--- src/rtl/tkm_pkg.sv ---
// Shared types and limits for the bit-serial adder/subtractor.
// Contents:
//   tkm_sa_state_e    control FSM states
//   TKM_SA_MAX_WIDTH  largest supported operand width
package tkm_pkg;

  localparam int unsigned TKM_SA_MAX_WIDTH = 32;

  typedef enum logic [1:0] {
    IDLE,
    RUN,
    DONE
  } tkm_sa_state_e;

endpackage

--- src/rtl/tkm_serial_addsub_if.sv ---
// Operand/result handshake bundle for tkm_serial_addsub.
// Signals:
//   in_valid/in_ready    operand transfer handshake
//   op_a, op_b, sub      operands and mode (sub=1 selects A-B)
//   out_valid/out_ready  result transfer handshake
//   sum, carry_out, overflow  result
// Modports: master drives operands and consumes results; slave is the adder.
interface tkm_serial_addsub_if #(
  parameter int unsigned WIDTH = 8
);
  logic             in_valid;
  logic             in_ready;
  logic [WIDTH-1:0] op_a;
  logic [WIDTH-1:0] op_b;
  logic             sub;
  logic             out_valid;
  logic             out_ready;
  logic [WIDTH-1:0] sum;
  logic             carry_out;
  logic             overflow;

  modport master (
    output in_valid, op_a, op_b, sub, out_ready,
    input  in_ready, out_valid, sum, carry_out, overflow
  );

  modport slave (
    input  in_valid, op_a, op_b, sub, out_ready,
    output in_ready, out_valid, sum, carry_out, overflow
  );
endinterface

--- src/rtl/tkm_full_adder.sv ---
// Single-bit combinational full adder, the cell time-multiplexed by the serial adder.
// Ports:
//   a, b, ci  addend bits and carry in
//   s, co     sum bit and carry out
module tkm_full_adder (
  input  logic a,
  input  logic b,
  input  logic ci,
  output logic s,
  output logic co
);
  assign s  = a ^ b ^ ci;
  assign co = (a & b) | (ci & (a ^ b));
endmodule

--- src/rtl/tkm_serial_addsub.sv ---
// Bit-serial two's-complement adder/subtractor. One full adder is reused over WIDTH
// cycles, LSB first. Subtraction is A + ~B + 1 with the +1 supplied as the initial carry.
// Ports:
//   clk  rising-edge clock
//   rst  asynchronous active-high reset
//   bus  tkm_serial_addsub_if slave: operand handshake in, result handshake out
module tkm_serial_addsub
  import tkm_pkg::*;
#(
  parameter int unsigned WIDTH = 8
) (
  input logic             clk,
  input logic             rst,
  tkm_serial_addsub_if.slave bus
);

  if (WIDTH < 2 || WIDTH > TKM_SA_MAX_WIDTH) begin : g_width_check
    $error("tkm_serial_addsub: WIDTH out of range 2..TKM_SA_MAX_WIDTH");
  end

  localparam int unsigned CntW = $clog2(WIDTH);
  localparam logic [CntW-1:0] LastCnt = CntW'(WIDTH - 1);

  tkm_sa_state_e state_q, state_d;

  logic [WIDTH-1:0] a_sh_q, b_sh_q, sum_sh_q;
  logic [CntW-1:0]  cnt_q;
  logic             c_q;
  logic             carry_out_q, overflow_q;
  logic             fa_s, fa_co;
  logic             accept, last_step;

  assign accept    = bus.in_valid && bus.in_ready;
  assign last_step = (state_q == RUN) && (cnt_q == LastCnt);

  tkm_full_adder u_fa (
    .a  (a_sh_q[0]),
    .b  (b_sh_q[0]),
    .ci (c_q),
    .s  (fa_s),
    .co (fa_co)
  );

  // State register
  always_ff @(posedge clk or posedge rst) begin
    if (rst) begin
      state_q <= IDLE;
    end else begin
      state_q <= state_d;
    end
  end

  // Next-state logic
  always_comb begin
    state_d = state_q;
    unique case (state_q)
      IDLE:    if (accept) state_d = RUN;
      RUN:     if (last_step) state_d = DONE;
      DONE:    if (bus.out_ready) state_d = IDLE;
      default: state_d = IDLE;
    endcase
  end

  // Outputs; in_ready is masked by rst so nothing is accepted during reset.
  always_comb begin
    bus.in_ready  = (state_q == IDLE) && !rst;
    bus.out_valid = (state_q == DONE);
    bus.sum       = sum_sh_q;
    bus.carry_out = carry_out_q;
    bus.overflow  = overflow_q;
  end

  // Datapath. The sum shift register is also the result register: after WIDTH
  // shifts the first (LSB) result bit has reached bit 0.
  always_ff @(posedge clk or posedge rst) begin
    if (rst) begin
      a_sh_q      <= '0;
      b_sh_q      <= '0;
      sum_sh_q    <= '0;
      cnt_q       <= '0;
      c_q         <= 1'b0;
      carry_out_q <= 1'b0;
      overflow_q  <= 1'b0;
    end else if (accept) begin
      a_sh_q <= bus.op_a;
      b_sh_q <= bus.sub ? ~bus.op_b : bus.op_b;
      c_q    <= bus.sub;
      cnt_q  <= '0;
    end else if (state_q == RUN) begin
      sum_sh_q <= {fa_s, sum_sh_q[WIDTH-1:1]};
      a_sh_q   <= {1'b0, a_sh_q[WIDTH-1:1]};
      b_sh_q   <= {1'b0, b_sh_q[WIDTH-1:1]};
      c_q      <= fa_co;
      cnt_q    <= cnt_q + CntW'(1);
      if (last_step) begin
        // c_q here is the carry into the MSB
        carry_out_q <= fa_co;
        overflow_q  <= c_q ^ fa_co;
      end
    end
  end

endmodule
--- src/flat_wrapper.sv ---
// flat-port wrapper written by rule: the top's interface ports become plain ports
module tkm_serial_addsub_flat import tkm_pkg::*;
#(
  parameter int unsigned WIDTH = 8
)
  (clk, rst, bus_in_valid, bus_op_a, bus_op_b, bus_sub, bus_out_ready, bus_in_ready, bus_out_valid, bus_sum, bus_carry_out, bus_overflow);
  tkm_serial_addsub_if #(.WIDTH(WIDTH)) bus_i ();
  input logic clk;
  input logic rst;
  input wire logic [$bits(bus_i.in_valid)-1:0] bus_in_valid;
  input wire logic [$bits(bus_i.op_a)-1:0] bus_op_a;
  input wire logic [$bits(bus_i.op_b)-1:0] bus_op_b;
  input wire logic [$bits(bus_i.sub)-1:0] bus_sub;
  input wire logic [$bits(bus_i.out_ready)-1:0] bus_out_ready;
  output wire logic [$bits(bus_i.in_ready)-1:0] bus_in_ready;
  output wire logic [$bits(bus_i.out_valid)-1:0] bus_out_valid;
  output wire logic [$bits(bus_i.sum)-1:0] bus_sum;
  output wire logic [$bits(bus_i.carry_out)-1:0] bus_carry_out;
  output wire logic [$bits(bus_i.overflow)-1:0] bus_overflow;
  assign bus_i.in_valid = bus_in_valid;
  assign bus_i.op_a = bus_op_a;
  assign bus_i.op_b = bus_op_b;
  assign bus_i.sub = bus_sub;
  assign bus_i.out_ready = bus_out_ready;
  assign bus_in_ready = bus_i.in_ready;
  assign bus_out_valid = bus_i.out_valid;
  assign bus_sum = bus_i.sum;
  assign bus_carry_out = bus_i.carry_out;
  assign bus_overflow = bus_i.overflow;
  tkm_serial_addsub #(.WIDTH(WIDTH)) u_core (.clk(clk), .rst(rst), .bus(bus_i));
endmodule
--- config.mk ---
export PLATFORM = sky130hd
export DESIGN_NAME = tkm_serial_addsub_flat
export DESIGN_NICKNAME = d
export VERILOG_FILES = /design/src/rtl/tkm_pkg.sv /design/src/rtl/tkm_serial_addsub_if.sv /design/src/rtl/tkm_full_adder.sv /design/src/rtl/tkm_serial_addsub.sv /design/src/flat_wrapper.sv
export SDC_FILE = /design/constraint.sdc
export NUM_CORES = 1
export LEC_CHECK = 0
export ABC_AREA = 0
export CORE_MARGIN = 3
export CORE_UTILIZATION = 49
export CTS_CLUSTER_DIAMETER = 40
export DETAILED_ROUTE_END_ITERATION = 16
export PLACE_DENSITY = 0.86
export SLEW_MARGIN = 10
export SYNTH_ARGS = -nofsm -noshare
export SYNTH_HDL_FRONTEND = slang
export SYNTH_SLANG_ARGS = --single-unit
--- constraint.sdc ---
create_clock -name clk -period 2 [get_ports clk]
set_input_delay 0.4 -clock clk [delete_from_list [all_inputs] [get_ports clk]]
set_output_delay 0.4 -clock clk [all_outputs]
set_load 0.02 [all_outputs]
Word level (Yosys, flattened, before mapping)
Index checks and enable logic that the tools add are counted.
{"block": "classes", "add_sub_neg": 1, "multipliers": 0, "div_mod_pow": 0, "magnitude_cmp": 0, "eq_ne": 6, "n_shift": 0, "mux": 13, "bitwise": 8, "reduce_logical": 9}
{"op": "8-bit 2-to-1 mux", "count": 5}
{"op": "8-bit NOT", "count": 1}
{"op": "2-bit 2-to-1 mux", "count": 3}
{"op": "3-bit 2-to-1 mux", "count": 2}
{"op": "2-bit one-hot mux with 3 select lines", "count": 1}
{"op": "3-bit AND reduction", "count": 2}
{"op": "2-bit by 1-bit inequality test with 1-bit output (second input constant)", "count": 2}
{"op": "3-bit by 1-bit adder with 3-bit output (second input constant)", "count": 1}
{"op": "3-bit equality test (second input constant)", "count": 1}
{"op": "1-bit logical AND", "count": 3}
{"op": "1-bit XOR", "count": 3}
{"op": "1-bit bitwise AND", "count": 2}
{"op": "2-bit by 1-bit equality test with 1-bit output (second input constant)", "count": 1}
{"op": "2-bit equality test (second input constant)", "count": 1}
{"op": "2-bit zero test", "count": 1}
{"op": "1-bit 2-to-1 mux", "count": 2}
{"op": "2-bit inequality test (second input constant)", "count": 1}
{"op": "2-bit AND reduction", "count": 1}
{"op": "2-bit nonzero test", "count": 1}
{"op": "1-bit zero test", "count": 1}
{"op": "1-bit NOT", "count": 1}
{"op": "1-bit bitwise OR", "count": 1}
{"block": "word_totals", "ff_bits": 32, "latchBits": 0, "mem_bits_rw": 0, "romBits": 0, "input_bits": 21, "out_inout_bits": 12, "wordCells": 45, "n_memories": 0}

Longest topological paths before layout
Gate-level depths: netlist of run 1.
{"block": "depth", "word_depth": 5, "mapped_depth": 5, "ltp_nobuf": 4}

By module
From an unflattened synthesis of run 1, not the netlist that was laid out.
{"block": "hier_totals", "cells_unflattened": 157, "area_unflattened_um2": 1480.2}
{"module": "tkm_serial_addsub", "instances": 1, "cells_per_inst": 156, "area_per_inst_um2": 1460.2, "seq_area_each_um2": 800.8}
{"module": "tkm_full_adder", "instances": 1, "cells_per_inst": 1, "area_per_inst_um2": 20.0, "seq_area_each_um2": 0.0}

Worst setup path after synthesis of run 1
OpenSTA, ideal clock, no wires.
{"block": "synth_path", "path_kind": "register to register", "from": "reg u_core.a_sh_q[0]", "to": "reg u_core.overflow_q, in the netlist u_core.bus.overflow", "setup_ns": 0.125, "arrival_time_ns": 1.246, "t_required_ns": 1.875, "slack_ns": 0.629, "stages_incl_launch_ff": 4, "path_buffers": 0, "synth_period_minus_slack_ns": 1.371, "path_cell_list": "dfrtp_1 > fa_1 > xor2_1 > mux2_2"}
{"block": "synth_between", "elab_chain_len": 4, "word_cells_on_any_way": 5, "cone_classes": "5 x bitwise"}
{"element": "start, declared", "line_no": "tkm_serial_addsub.sv:26", "text": "logic [WIDTH-1:0] a_sh_q, b_sh_q, sum_sh_q;"}
{"element": "start signal, assigned", "line_no": "tkm_serial_addsub.sv:85", "text": "a_sh_q <= bus.op_a;"}
{"element": "start signal, assigned", "line_no": "tkm_serial_addsub.sv:91", "text": "a_sh_q <= {1'b0, a_sh_q[WIDTH-1:1]};"}
{"element": "1-bit XOR", "line_no": "tkm_full_adder.sv:13", "text": "assign co = (a & b) | (ci & (a ^ b));"}
{"element": "1-bit bitwise AND", "line_no": "tkm_full_adder.sv:13"}
{"element": "1-bit bitwise OR (*)", "line_no": "tkm_full_adder.sv:13"}
{"element": "named net u_core.fa_co", "line_no": "tkm_serial_addsub.sv:30", "text": "logic fa_s, fa_co;"}
{"element": "1-bit XOR (*)", "line_no": "tkm_serial_addsub.sv:98", "text": "overflow_q <= c_q ^ fa_co;"}
{"element": "end signal, assigned", "line_no": "tkm_serial_addsub.sv:98"}
{"element": "end, declared", "line_no": "tkm_serial_addsub.sv:29", "text": "logic carry_out_q, overflow_q;"}
The timed path passes the listed nets; every way through them passes the cells marked *.
A chain may end at the register's enable or synchronous reset.

Worst setup path in the final report of run 1
{"block": "layout_path", "from": "reg u_core.state_q[0]", "to": "out bus_in_ready"}
{"block": "layout_between", "elab_chain_len": 2}
{"element": "start, declared", "line_no": "tkm_serial_addsub.sv:24", "text": "tkm_sa_state_e state_q, state_d;"}
{"element": "start signal, assigned", "line_no": "tkm_serial_addsub.sv:49", "text": "state_q <= state_d;"}
{"element": "2-bit zero test", "line_no": "tkm_serial_addsub.sv:66", "text": "bus.in_ready = (state_q == IDLE) && !rst;"}
{"element": "1-bit logical AND", "line_no": "tkm_serial_addsub.sv:66"}
{"element": "end, declared", "line_no": "flat_wrapper.sv:15", "text": "output wire logic [$bits(bus_i.in_ready)-1:0] bus_in_ready;"}
Every way passes these cells.

==> impl_metrics.json, run 1 <==
{
  "max_freq_mhz": 572.0,
  "io-pin-count": 33,
  "antenna_found_initial": 0,
  "syn2layout_area_growth_pct": 28.79,
  "mostFrequentLayoutCell": "nand2_1",
  "hold_viol": 0,
  "critPathKind": "reg2out",
  "cts_tree": "yes",
  "dp_hpwl_um": 1985,
  "timing.rr.start": "u_core.a_sh_q[0]",
  "grt_max_degree": 39,
  "portBuffers": 32,
  "cp.arrival_ns": 1.35,
  "crit_family": "flip-flops",
  "gp_congestion": 0.7647,
  "fill_cells": 250,
  "viasPerCell": 5.157,
  "slew_headroom": 0.6713,
  "clk_pin_slew_ns": 0.09,
  "post_synth.cell_area_avg_um2": 10.10,
  "yosysWarnings": 0,
  "cp_max_fo": 5,
  "numCtsBuffers": 5,
  "track_usage": 0.1749,
  "rsz0062_at_grt": "no",
  "totalWireLength_um": 2737,
  "async_flop_share": 1.000,
  "grt_pass1_wl_um": 4698,
  "hold_path_end": "u_core.bus.sum[0]",
  "cts-root-buf": "clkbuf_4",
  "period_needed_ns": 1.748,
  "grt-ovfl-total": 0,
  "drive_above_1_share": 0.08108,
  "status": "completed",
  "dieArea_um2": 3750,
  "place_area_um2": 1869,
  "hold-path-cell-count": 2,
  "clk_path_buf_depth": 2,
  "vdd_ir_drop_max_mv": 0.6112,
  "core_um2": 2829,
  "rrSetupSlack_ns": 0.57,
  "die_h_um": 61.24,
  "p_leak_nw": 0.9258,
  "r2r-end": "u_core.bus.overflow",
  "netlist_instances": 148,
  "design_area_um2": 1926,
  "cp_slowest_cell": "dfrtp_1",
  "critPathMaxStageDelay_ns": 0.45,
  "synth-edff-count": 0,
  "fp-row-count": 19,
  "worst_slew_pin_slew_ns": 0.4915,
  "clock_latency_ns": 0.33,
  "htreeDepth": 2,
  "hold_buffers": 0,
  "ys.flop_type": "dfrtp_1",
  "endpoint_kind": "primary output",
  "drv_cap": 0,
  "fin_skew_ns": 0.004529,
  "nNetsFinal": 208,
  "maxSlewViolCount": 0,
  "first_iter_violations": 59,
  "critical_path_depth": 2,
  "worstRegToRegCells": 3,
  "layout_common_cells": "nand2_1 (48), dfrtp_1 (32), clkdlybuf4s50_1 (30)",
  "hp-start": "u_core.bus.sum[0]",
  "start_util": 0.5285,
  "grt_pass1_vias": 1133,
  "cp_cell_sequence": "nor3_1, dlygate4sd2_1",
  "via_count": 1114,
  "hold_class": "reg2reg",
  "fin_crit_sh": 0.8742,
  "setup-violations-final": 0,
  "insertedDiodeCount": 0,
  "crit_path_start_kind": "register",
  "cts_setup_buffers": 0,
  "yosysSeqAreaShare": 0.5356,
  "die_w_um": 61.24,
  "ys_ff_latch": 32,
  "netlist-cell-type-count": 21,
  "syn-cell-area_um2": 1495,
  "clock-sinks": 32,
  "worst-path-buf-inv": 1,
  "cellPowerDensity_nw_per_um2": 1365,
  "drtAntennaViolNets": 0,
  "synth_nets": 172,
  "required_ns": 1.60,
  "drtPass1Iterations": 4,
  "wl_per_cell_um": 12.67,
  "power_mw": 2.628,
  "drc": 0
}
==> cell type report <==
class / instances / area, µm² / share of cell area
sequential: 32 / 800.8 / 0.4159
tap: 31 / 38.79 / 0.02014
inverter: 2 / 7.507 / 0.003899
clock buffer: 8 / 58.81 / 0.03054
timing repair buffer: 38 / 375.4 / 0.1949
multi-input combinational: 105 / 644.4 / 0.3346
==> per-stage QoR <==
step / instances / setup WS, ns / util / setup TNS, ns / hold WS, ns
4_1_cts: 216 / 0.2193 / 0.6807 / 0 / 0.4857
2_1_floorplan: 148 / 0.6290 / - / 0 / 0.5018
3_5_place_dp: 208 / -0.04049 / 0.6608 / -0.04049 / 0.4627
5_1_grt: 216 / 0.1525 / 0.6807 / 0 / 0.4963
3_3_place_gp: 208 / 0.03462 / 0.6608 / 0 / 0.4603
6_report: 216 / 0.2516 / 0.6807 / 0 / 0.4822
==> layer usage <==
layer  routed length, µm  track usage  up-vias
met2                1402       0.3233       32
met3                 194      0.06289        3
met1                1115       0.1870      524
met5                   0            0        -
met4                  24      0.04644        0
li1                    -            -      555
==> how the worst max path moves through the flow <==
stage                           start             endpoint  slack (ns)
floorplan            u_core.a_sh_q[0]  u_core.bus.overflow        0.63
global placement                  rst         bus_in_ready        0.03
detailed placement                rst         bus_in_ready       -0.04
CTS                 u_core.state_q[0]         bus_in_ready        0.22
global route        u_core.state_q[1]         bus_in_ready        0.15
finish              u_core.state_q[0]         bus_in_ready        0.25
==> kinds of logic after synthesis <==
family / synth area share
DFF: 0.5356
buffers and inverters: 0.03933
muxes: 0.1155
AOI/OAI and AO/OA: 0.07197
adders and majority gates: 0.03012
and+or+nand+nor: 0.1489
xor gates and xnor gates: 0.05858
==> cells in the mapped netlist (4+ instances only) <==
| cell type | instances | area share |
|---|---|---|
| nand2_1 | 48 | 0.12 |
| dfrtp_1 | 32 | 0.54 |
| o21ai_0 | 18 | 0.060 |
| mux2i_1 | 15 | 0.10 |
| xor2_1 | 9 | 0.053 |
| buf_4 | 4 | 0.020 |
==> worst reg2reg max path, delay by kind of cell, from the launching register on <==
| kind | cells | cell delay (ns) |
|---|---|---|
| flip-flops | 1 | 0.41 |
| XOR/XNOR | 1 | 0.18 |
| multiplexers | 1 | 0.26 |
| adder cells (fa/ha/maj) | 1 | 0.48 |
==> power breakdown <==
part           internal, mW  total [mW]  switching [mW]
Combinational         0.560        1.16           0.601
Clock                 0.173       0.377           0.204
Sequential            0.916        1.09           0.174
Total                  1.65        2.63           0.979
==> flip-flops by register name, summed over array words and instances (netlist names) <==
register,count
u_core.b_sh_q,8
u_core.bus.sum,8
u_core.a_sh_q,8
u_core.bus.carry_out,1
u_core.cnt_q,3
u_core.state_q,2
u_core.c_q,1
u_core.bus.overflow,1
==> repair_timing <==
item,in CTS,in global routing
resized for setup,2,0
endpoints found under the setup margin,2,0
hold endpoints to repair,0,0
(Power assumes the default switching activity.)
==> inputs of run 2 (changes only) <==
Settings changed: SETUP_SLACK_MARGIN set to 0.3.
==> run 2 against run 1 <==
  * Hold slack worse by 0.0060 ns
  * Largest power group unchanged
  * Clock skew is essentially flat
  * Flip-flop and latch count is the same
  * Utilization is the same
  * Sequential share of layout area grew 0.13 points
  * First-iteration DRC count down 5.1%
  * Non-clock buffer count rose by 1
  * Count of clock-buffer cells in the layout unchanged
  * Die area is the same
  * Cell count rose by 0.46%
==> impl_metrics.json, run 2 (synthesis gave the netlist of run 1 again) <==
{
  "status": "completed",
  "fill_cells": 241,
  "critPathKind": "reg2out",
  "io-pin-count": 33,
  "dieArea_um2": 3750,
  "clk_path_buf_depth": 2,
  "cellPowerDensity_nw_per_um2": 1344,
  "nNetsFinal": 209,
  "fin_crit_sh": 0.8088,
  "design_area_um2": 1926,
  "instances_no_fill": 217,
  "hold-path-cell-count": 2,
  "viasPerCell": 5.138,
  "power_mw": 2.587,
  "start_util": 0.5285,
  "layout_common_cells": "nand2_1 (48), dfrtp_1 (30), clkdlybuf4s50_1 (20)",
  "fin_skew_ns": 0.004258,
  "drc": 0,
  "grt-ovfl-total": 0,
  "htreeDepth": 2,
  "drtPass1Iterations": 5,
  "dp_hpwl_um": 1985,
  "track_usage": 0.1749,
  "drtAntennaViolNets": 0,
  "crit_path_start_kind": "register",
  "cp_max_fo": 4,
  "place_area_um2": 1869,
  "numCtsBuffers": 5,
  "place_ws_ns": -0.04049,
  "clock_latency_ns": 0.33,
  "totalWireLength_um": 2760,
  "clock-sinks": 32,
  "die_w_um": 61.24,
  "wl_per_cell_um": 12.72,
  "power_frac_seq": 0.418,
  "via_count": 1115,
  "drive_above_1_share": 0.1075,
  "setup-violations-final": 0,
  "endpoint_kind": "primary output",
  "antenna_found_initial": 0,
  "worstRegToRegCells": 5,
  "cts-root-buf": "clkbuf_4",
  "hold_class": "reg2reg",
  "die_h_um": 61.24,
  "fp-row-count": 19,
  "period_needed_ns": 1.618,
  "vdd_ir_drop_max_mv": 0.6042,
  "cp.arrival_ns": 1.22,
  "grt_pass1_vias": 1133,
  "p_leak_nw": 0.9640,
  "gp_congestion": 0.7647,
  "maxSlewViolCount": 0,
  "portBuffers": 32,
  "swShare": 0.3793,
  "cts_tree": "yes",
  "dp.cells": 208,
  "p_switching_mw": 0.9813,
  "rsz0062_at_grt": "no",
  "slew_headroom": 0.6709,
  "first_iter_violations": 56,
  "grt_max_degree": 39,
  "insertedDiodeCount": 0,
  "internal_power_mw": 1.606,
  "core_um2": 2829,
  "grt_pass1_wl_um": 4698,
  "required_ns": 1.60,
  "clk_pin_slew_ns": 0.09,
  "p_comb_frac": 0.436,
  "drv_cap": 0,
  "hold_viol": 0,
  "max_freq_mhz": 618.2,
  "worst_slew_pin_slew_ns": 0.4921,
  "syn2layout_area_growth_pct": 28.79,
  "mostFrequentLayoutCell": "nand2_1",
  "power.share.clock": 0.146,
  "post-route-util": 0.6807,
  "setup_ws_ns": 0.3823
}
==> run 2: cell types whose count changed in the layout (fill, tap and decap cells not counted) <==
cell | previous run | this run
clkdlybuf4s50_1 | 30 | 20
dlygate4sd2_1 | 2 | 9
dfrtp_1 | 32 | 30
dfrtp_2 | 0 | 2
buf_2 | 0 | 1
buf_4 | 5 | 6
clkdlybuf4s15_2 | 0 | 1
dlymetal6s2s_1 | 0 | 1
==> run 2: power by group through the flow <==
stage          Combinational [mW]  Sequential [mW]  Clock (mW)
2_1_floorplan               0.693             1.17           0
3_3_place_gp                 1.13             1.09           0
5_1_grt                      1.26             1.11       0.432
6_report                     1.13             1.08       0.378
3_5_place_dp                 1.18             1.11           0
4_1_cts                      1.12             1.09       0.390
==> run 2: path summary, 6_finish.rpt <==
path,from,endpoint,slack [ns]
max,u_core.state_q[0],bus_out_valid,0.38
min,u_core.bus.sum[0],u_core.bus.sum[0],0.48
max reg2reg,u_core.state_q[0],u_core.bus.overflow,0.51
min reg2reg,u_core.bus.sum[0],u_core.bus.sum[0],0.48
max in group asynchronous,rst,u_core.state_q[0],1.06
min in group asynchronous,rst,u_core.bus.sum[4],0.63
==> run 2: layout make-up <==
class	instances	area, µm²	area share
inverters	2	7.507	0.003899
well taps	31	38.79	0.02014
repair buffers	39	372.9	0.1936
flip-flops and latches	32	803.3	0.4172
clock buffers	8	58.81	0.03054
multi-input cells	105	644.4	0.3346
==> run 2: per-stage QoR <==
step	hold slack [ns]	setup TNS, ns
CTS	0.4857	0
detailed placement	0.4627	-0.04049
floorplan	0.5018	0
global route	0.4913	0
global placement	0.4603	0
finish	0.4762	0
==> run 2: what timing repair did <==
action | 4_1_cts | 5_1_grt
hold buffers | 0 | 0
endpoints found under the setup margin | 11 | 3
pin swaps | 0 | 0
buffers inserted | 0 | 1
resized for setup | 16 | 4
==> run 2: routing by layer <==
| metal | GRT usage | routed length, µm | vias up |
|---|---|---|---|
| met3 | 0.06289 | 189 | 3 |
| met4 | 0.04644 | 24 | 0 |
| met2 | 0.3233 | 1387 | 32 |
| li1 | - | - | 558 |
| met5 | 0 | 0 | - |
| met1 | 0.1870 | 1158 | 522 |
==> run 2: worst max-delay path, stage by stage (launching register included) <==
cell             delay, ns
dfrtp_2               0.43
nand2b_1              0.16
inv_1                 0.06
clkdlybuf4s15_2       0.25
==> inputs of run 3 (changes only) <==
Settings changed: CORE_UTILIZATION 49 to 44, PLACE_DENSITY 0.86 to 0.82.
Clock period 2 ns to 1.4 ns, I/O delays scaled along.
==> run 3 against run 2 <==
  * The run now ends with negative setup slack left
  * Die area rose by 10%
  * Critical path depth increased by 3
  * Sequential share of layout area is 8.2 points lower
  * Critical endpoint is now u_core.c_q
  * Clock power rose by 47%
  * Register-to-register slack got worse by 0.53 ns
  * Critical path type is now reg2reg
  * Final area increased by 24%
  * Wire length rose by 36%
  * Global-route usage fell by 1.6 points
  * Sequential power rose by 46%
  * Clock skew fell by 0.0017 ns
  * Hold slack worse by 0.095 ns
==> impl_metrics.json, run 3 (synthesis gave the netlist of run 1 again) <==
{
  "syn2layout_area_growth_pct": 59.92,
  "vdd_ir_drop_max_mv": 0.9865,
  "setup_ws_ns": -0.02220,
  "dieArea_um2": 4134,
  "instances_no_fill": 255,
  "first_iter_violations": 62,
  "tns_ns": -0.06799,
  "nNetsFinal": 234,
  "track_usage": 0.1585,
  "wl_met2_um": 2131,
  "viasPerCell": 4.941,
  "cellPowerDensity_nw_per_um2": 2100,
  "totalWireLength_um": 3763,
  "wl_met1_um": 1385,
  "die_h_um": 64.30,
  "post-route-util": 0.7583,
  "clock-sinks": 32,
  "power_mw": 5.021,
  "grt_max_degree": 39,
  "place_area_um2": 1973,
  "rsz0062_at_grt": "yes",
  "htreeDepth": 2,
  "top_layer": "met4",
  "grt_pass1_vias": 1211,
  "via_count": 1260,
  "rrSetupSlack_ns": -0.02,
  "drtPass1Iterations": 4,
  "start_util": 0.4742,
  "slew_headroom": 0.8250,
  "worst_slew_pin_slew_ns": 0.2622,
  "dp.cells": 225,
  "endpoint_kind": "register",
  "mostFrequentLayoutCell": "nand2_1",
  "required_ns": 1.67,
  "numCtsBuffers": 5,
  "insertedDiodeCount": 0,
  "design_area_um2": 2391,
  "wl_per_cell_um": 14.76,
  "drtAntennaViolNets": 0,
  "p_switching_mw": 1.859,
  "cp.arrival_ns": 1.69,
  "clock_latency_ns": 0.34,
  "drv_cap": 0,
  "internal_power_mw": 3.162,
  "grt-ovfl-total": 0,
  "worstRegToRegCells": 6,
  "clk_pin_slew_ns": 0.09,
  "p_comb_frac": 0.575,
  "die_w_um": 64.30,
  "gp_congestion": 0.7044,
  "seq_area_um2": 802.0,
  "period_needed_ns": 1.422,
  "power.share.clock": 0.110,
  "fill_cells": 230,
  "hold_viol": 0,
  "portBuffers": 32,
  "antenna_found_initial": 0,
  "setup-violations-final": 10,
  "swShare": 0.3702,
  "grt_pass1_wl_um": 5002,
  "fin_crit_sh": 1.016,
  "maxSlewViolCount": 0,
  "drive_above_1_share": 0.3697,
  "cp_max_fo": 9,
  "multiInputGateArea_um2": 764.5,
  "fin_skew_ns": 0.002529,
  "dp_hpwl_um": 2040,
  "max_freq_mhz": 703.1,
  "status": "complete, but fails checks",
  "cts_tree": "yes",
  "crit_path_start_kind": "register",
  "hold_class": "in2async",
  "clk_path_buf_depth": 2,
  "drc": 0,
  "layout_common_cells": "nand2_1 (35), dfrtp_1 (31), clkdlybuf4s50_1 (20)",
  "cts-root-buf": "clkbuf_4",
  "critPathKind": "reg2reg",
  "core_um2": 3153,
  "power_frac_seq": 0.315,
  "p_leak_nw": 1.168,
  "fp-row-count": 20,
  "met3_length_um": 205,
  "violations": "negative setup slack",
  "io-pin-count": 33
}
## run 3: cell count changes in the layout (fill, tap and decap cells not counted), moves of 13 or more
| cell | previous run | this run |
|---|---|---|
| o21ai_0 | 18 | 1 |
| o21ai_1 | 0 | 17 |
| buf_6 | 0 | 16 |
| buf_4 | 6 | 19 |
| nand2_1 | 48 | 35 |
## run 3: worst max-delay path, stage by stage, from the launching register on
cell and delay [ns]:
dfrtp_1 0.43, buf_4 0.18, nor4b_4 0.27, buf_6 0.19, clkbuf_16 0.16, nand2_1 0.05, o21ai_1 0.07
## run 3: timing repair
action / in CTS / in global routing
cloned: 0 / 4
hold buffers: 0 / 0
buffers inserted: 10 / 8
resized for setup: 73 / 33
pin swaps: 2 / 20
endpoints found under the setup margin: 43 / 43
## run 3: through the flow
stage / setup slack (ns) / hold slack [ns]
floorplan: 0.1095 / 0.3876
global placement: -0.3096 / 0.4598
detailed placement: -0.3589 / 0.4831
CTS: 0.01018 / 0.3594
global route: -0.1007 / 0.4022
finish: -0.02220 / 0.3813
## run 3: power groups by stage
stage / Clock, mW / Combinational [mW] / Sequential, mW
5_1_grt: 0.598 / 3.13 / 1.62
3_5_place_dp: 0 / 1.90 / 1.59
3_3_place_gp: 0 / 1.83 / 1.56
2_1_floorplan: 0 / 1.11 / 1.69
6_report: 0.554 / 2.89 / 1.58
4_1_cts: 0.560 / 2.16 / 1.56
## run 3: final timing paths
path,to,startpoint
worst max register to register,u_core.c_q,u_core.state_q[0]
min in group clk,u_core.a_sh_q[6],bus_op_a[6]
worst max-delay path,u_core.c_q,u_core.state_q[0]
max in group asynchronous,u_core.state_q[1],rst
worst min-delay path,u_core.bus.sum[4],rst
worst min register to register,u_core.a_sh_q[7],u_core.a_sh_q[7]
## run 3: cell type report
type / instances / share of cell area
inverters: 2 / 0.003140
repair buffers: 64 / 0.2941
flip-flops and latches: 32 / 0.3354
multi-input cells: 105 / 0.3197
well taps: 44 / 0.02302
clock buffers: 8 / 0.02459
## run 3: routing by layer
layer / GRT usage / up-vias
li1: - / 609
met1: 0.1593 / 605
met2: 0.2990 / 41
met3: 0.04394 / 5
met4: 0.07124 / 0
met5: 0 / -
